==> src/rtl/show_sequencer.sv <==
// Show controller: launches each pattern block in turn, routes its lights to the relays,
// inserts a dark gap between patterns, guards each pattern with a watchdog and optionally loops.
module show_sequencer #(
    parameter int NUM_PATTERNS = 4,
    parameter int CLKS_PER_MS  = 5000,
    parameter int GAP_MS       = 1000,
    parameter int TIMEOUT_MS   = 600000,
    localparam int IW = (NUM_PATTERNS > 1) ? $clog2(NUM_PATTERNS) : 1
) (
    input  logic                      clk,
    input  logic                      rst_n,
    input  logic                      start,
    input  logic                      stop,
    input  logic                      loop_en,
    input  logic [NUM_PATTERNS-1:0]   finished_in,
    input  logic [8*NUM_PATTERNS-1:0] pat_lights_in,
    output logic [NUM_PATTERNS-1:0]   go_out,
    output logic [7:0]                lights,
    output logic [IW-1:0]             cur_pattern,
    output logic                      busy,
    output logic                      show_done,
    output logic                      timeout_err
);

    // state  | meaning
    // IDLE   | dark, waiting for a fresh start edge
    // LAUNCH | one cycle; go to pattern idx is issued on the next edge
    // RUN    | pattern idx active, lights routed, watchdog counting
    // GAP    | dark interval before the next pattern or the end of the show
    typedef enum logic [1:0] {IDLE, LAUNCH, RUN, GAP} state_t;

    localparam int PW = (CLKS_PER_MS > 1) ? $clog2(CLKS_PER_MS) : 1;
    localparam logic [PW-1:0] PRESC_LAST = PW'(CLKS_PER_MS - 1);
    localparam logic [19:0]   GAP_LAST   = 20'(GAP_MS - 1);
    localparam logic [19:0]   TO_LAST    = 20'(TIMEOUT_MS - 1);
    localparam logic [19:0]   MS_MAX     = '1;
    localparam logic [IW-1:0] IDX_LAST   = IW'(NUM_PATTERNS - 1);

    state_t                  state;
    logic [IW-1:0]           idx;
    logic                    start_low_q;
    logic [PW-1:0]           presc;
    logic [19:0]             ms_cnt;

    logic                    tick;
    logic                    gap_hit;
    logic                    timeout_hit;
    logic                    start_edge;
    logic                    fin_sel;
    logic [7:0]              lights_sel;
    logic [NUM_PATTERNS-1:0] go_sel;

    // start_low_q resets to 0 ("not yet seen low"), so a start held through reset is not an edge
    assign start_edge  = start & start_low_q;
    assign tick        = (presc == PRESC_LAST);
    assign gap_hit     = tick && (ms_cnt == GAP_LAST);
    assign timeout_hit = tick && (ms_cnt == TO_LAST);
    assign cur_pattern = idx;

    always_comb begin
        fin_sel    = 1'b0;
        lights_sel = '0;
        go_sel     = '0;
        for (int i = 0; i < NUM_PATTERNS; i++) begin
            if (idx == IW'(i)) begin
                fin_sel    = finished_in[i];
                lights_sel = pat_lights_in[8*i +: 8];
                go_sel[i]  = 1'b1;
            end
        end
    end

    always_ff @(posedge clk or negedge rst_n) begin
        if (!rst_n) begin
            state       <= IDLE;
            idx         <= '0;
            start_low_q <= 1'b0;
            presc       <= '0;
            ms_cnt      <= '0;
            go_out      <= '0;
            lights      <= '0;
            busy        <= 1'b0;
            show_done   <= 1'b0;
            timeout_err <= 1'b0;
        end else begin
            start_low_q <= ~start;
            go_out      <= '0;
            lights      <= '0;
            show_done   <= 1'b0;

            if (tick) begin
                presc <= '0;
                if (ms_cnt != MS_MAX) ms_cnt <= ms_cnt + 20'd1;
            end else begin
                presc <= presc + PW'(1);
            end

            if (stop) begin
                state  <= IDLE;
                busy   <= 1'b0;
                presc  <= '0;
                ms_cnt <= '0;
            end else begin
                case (state)
                    IDLE: begin
                        presc  <= '0;
                        ms_cnt <= '0;
                        if (start_edge) begin
                            idx         <= '0;
                            timeout_err <= 1'b0;
                            busy        <= 1'b1;
                            state       <= LAUNCH;
                        end
                    end
                    LAUNCH: begin
                        go_out <= go_sel;
                        presc  <= '0;
                        ms_cnt <= '0;
                        state  <= RUN;
                    end
                    RUN: begin
                        lights <= lights_sel;
                        // a finish in the same cycle as the watchdog expiry takes priority
                        if (fin_sel) begin
                            presc  <= '0;
                            ms_cnt <= '0;
                            state  <= GAP;
                        end else if (timeout_hit) begin
                            timeout_err <= 1'b1;
                            presc       <= '0;
                            ms_cnt      <= '0;
                            state       <= GAP;
                        end
                    end
                    GAP: begin
                        if (gap_hit) begin
                            if (idx != IDX_LAST) begin
                                idx   <= idx + IW'(1);
                                state <= LAUNCH;
                            end else if (loop_en) begin
                                idx   <= '0;
                                state <= LAUNCH;
                            end else begin
                                show_done <= 1'b1;
                                busy      <= 1'b0;
                                state     <= IDLE;
                            end
                        end
                    end
                    default: state <= IDLE;
                endcase
            end
        end
    end

endmodule

==> config.mk <==
export PLATFORM = sky130hd
export DESIGN_NAME = show_sequencer
export DESIGN_NICKNAME = d
export VERILOG_FILES = /design/src/rtl/show_sequencer.sv
export SDC_FILE = /design/constraint.sdc
export NUM_CORES = 1
export LEC_CHECK = 0
export CELL_PAD_IN_SITES_DETAIL_PLACEMENT = 2
export CELL_PAD_IN_SITES_GLOBAL_PLACEMENT = 2
export CORE_AREA = 2 2 97 99
export CTS_BUF_LIST = sky130_fd_sc_hd__clkbuf_16
export CTS_CLUSTER_DIAMETER = 200
export DETAILED_ROUTE_END_ITERATION = 7
export DIE_AREA = 0 0 99 101
export PLACE_DENSITY = 0.87
export SLEW_MARGIN = 20
export SYNTH_ARGS = -nofsm -noshare
export SYNTH_HDL_FRONTEND = slang
export SYNTH_SLANG_ARGS = --single-unit
==> constraint.sdc <==
create_clock -name clk -period 5.3 [get_ports clk]
set_input_delay 1.59 -clock clk [delete_from_list [all_inputs] [get_ports clk]]
set_output_delay 1.59 -clock clk [all_outputs]
set_load 0.005 [all_outputs]
==> results.ini <==
[place]
port_buffers=57
preCtsSetupSlack_ns=1.72
dp_hpwl_mm=6.74
gp_congestion=0.776
dp_cells=489
place_area_um2=3660

[layout]
fillers=995
diodes=0
stdcell_area_um2=3820
fin_cells=496
area_growth_pct=27.2
final_common_cell=nor2_1
final_cell_mix=nor2_1 (63), clkdlybuf4s50_1 (56), dfrtp_1 (53)
drive_gt1_share_pct=5.71
nNetsFinal=437

[yosys]
yosys_warnings=0
yosysUniqueCellTypes=52
synth-seq-cells=53
avgSynthCellArea_um2=8.98
synth-edff-count=0
yosysSeqAreaShare_pct=44.2
netlist_instances=334
synth_nets=386
synth_largest_area_cell=dfrtp_1
synth_area_leaders=dfrtp_1 (44%), nor2_1 (7.9%), a21oi_1 (4.8%)
syn-cell-area_um2=3000
synth_top_area_share_pct=44.2
synthFlopType=dfrtp_1
synth-async-reset-ratio_pct=100

[timing]
fin_ws_ns=2.01
setup_tns_ns=0
hold_viol=0
setup-violations-final=0
worst_slew_pin_slew_ns=0.872
min_period_over_period_pct=62.1
period_needed_ns=3.29
rsz0062_at_grt=false
maxSlewViolCount=0
skew_ns=0.00587
slew_headroom_pct=41.1
fmax_ghz=0.304

[die]
die_width_um=99
dieArea_um2=10000
start_util_pct=33.4
die_y_um=101
rows=35
ioPinCount=58
core_um2=8980

[worst_hold_path]
hold-path-cell-count=1
hp-class=flop to flop

[power_and_ir_drop]
power.leakage_nw=1.48
ir_worst_vdd_mv=0.133
p_per_area_nw_per_um2=310
p_total_w=0.00118

[drt]
ant_nets=0
dr.pass1.iters=4
drc=0
drt-total-wl_mm=9.34
drt_iter0_markers=78
drt-wirelength-per-cell_um=18.8
vias=2685
viasPerCell=5.41

[clocking]
postCtsSetupRepairBufs=0
cts_hold_buf=0
cts_resized=0
insertion_delay_ns=0.29
cts_buffers=5
cts-root-buf=clkbuf_16
cts_tree=done
cts_sinks=53
clockBufferDepth=2
clkTransAtPathRegs_ns=0.06
cts.htree.levels=2

[global_route]
grt_pass1_vias=3048
gr-total-overflow=0
grt_antenna_before_repair=0
grt_max_degree=54
grt_usage_pct=20.0
grt_pass1_wl_mm=15.8

[job]
drv_cap=0

[critical_path]
critPathArrivalTime_ns=3.43
worstSetupPathType=primary input to flop
regToRegSetupSlack_ns=2.58
crit_path_end_kind=flop
startpoint_type=primary input
required_ns=5.44
ff2ff_path_depth=8
crit_fanout=13

[outcome]
status=completed

[routing by layer]
metal	vias up	GRT usage, %	share of wire (%)
met5	-	0	0
met4	0	4.53	1.7
met3	14	3.12	2.3
met2	45	38.7	56
met1	1370	23.1	40
li1	1256	-	-
[synthesized netlist by cell type (all sizes together), types with 10 or more instances]
cell and n:
nor2 63, inv 11, nand3 12, nor3 12, clkbuf 10, nand4 10
xor2 12, dfrtp 53, nand2 29, ha 11, a21oi 30, xnor2 14
[power by group]
part           total [W]  switching [W]  internal, W
clock network   0.000361       0.000141     0.000219
logic           0.000375       0.000210     0.000165
registers       0.000448      0.0000199     0.000428
[final cells by class]
class	count	area, µm²	share of cell area (%)
Clock inverter	2	35.0	0.918
Multi-Input combinational cell	256	1580	41.3
Tap cell	111	139	3.64
Sequential cell	53	1330	34.8
Clock buffer	5	125	3.28
Inverter	11	41.3	1.08
Timing Repair Buffer	58	573	15.0
[flip-flops by register name (all words and copies together) (netlist names)]
signal / flops
show_done: 1
cur_pattern: 2
busy: 1
timeout_err: 1
state: 2
lights: 8
ms_cnt: 20
start_low_q: 1
presc: 13
go_out: 4
[final timing paths]
| kind | end | from |
|---|---|---|
| setup / recovery | presc[12]$_DFF_PN0_ | finished_in[1] |
| hold / removal | presc[0]$_DFF_PN0_ | presc[0]$_DFF_PN0_ |
| setup reg to reg | presc[12]$_DFF_PN0_ | cur_pattern[0]$_DFFE_PN0P_ |
| hold reg to reg | presc[0]$_DFF_PN0_ | presc[0]$_DFF_PN0_ |
| max in group asynchronous | timeout_err$_DFFE_PN0P_ | rst_n |
| min in group asynchronous | presc[3]$_DFF_PN0_ | rst_n |
[per-stage QoR]
step	util [%]	hold WS, ns
2_1_floorplan	-	0.433
5_1_grt	42.5	0.507
3_3_place_gp	40.7	0.448
3_5_place_dp	40.7	0.469
4_1_cts	42.5	0.484
6_report	42.5	0.482
[kinds of logic (layout without fill, tap and decap cells)]
kind of cell	after synthesis	count (layout)	synth area share [%]
compound gates	47	47	10.1
fa+ha+maj	11	11	4.59
xor+xnor	26	26	7.59
mux	3	3	1.00
flops	53	53	44.2
buf+inv	25	76	3.25
simple gates	169	169	29.3
[critical path: stages]
cell             delay, ns
clkdlybuf4s50_1       0.47
a21oi_1               0.07
a221oi_1              0.42
nor2_1                0.18
nor2_1                0.14
a211o_1               0.40
nor2_1                0.15
No activity file was read; power rests on OpenSTA's default activity.
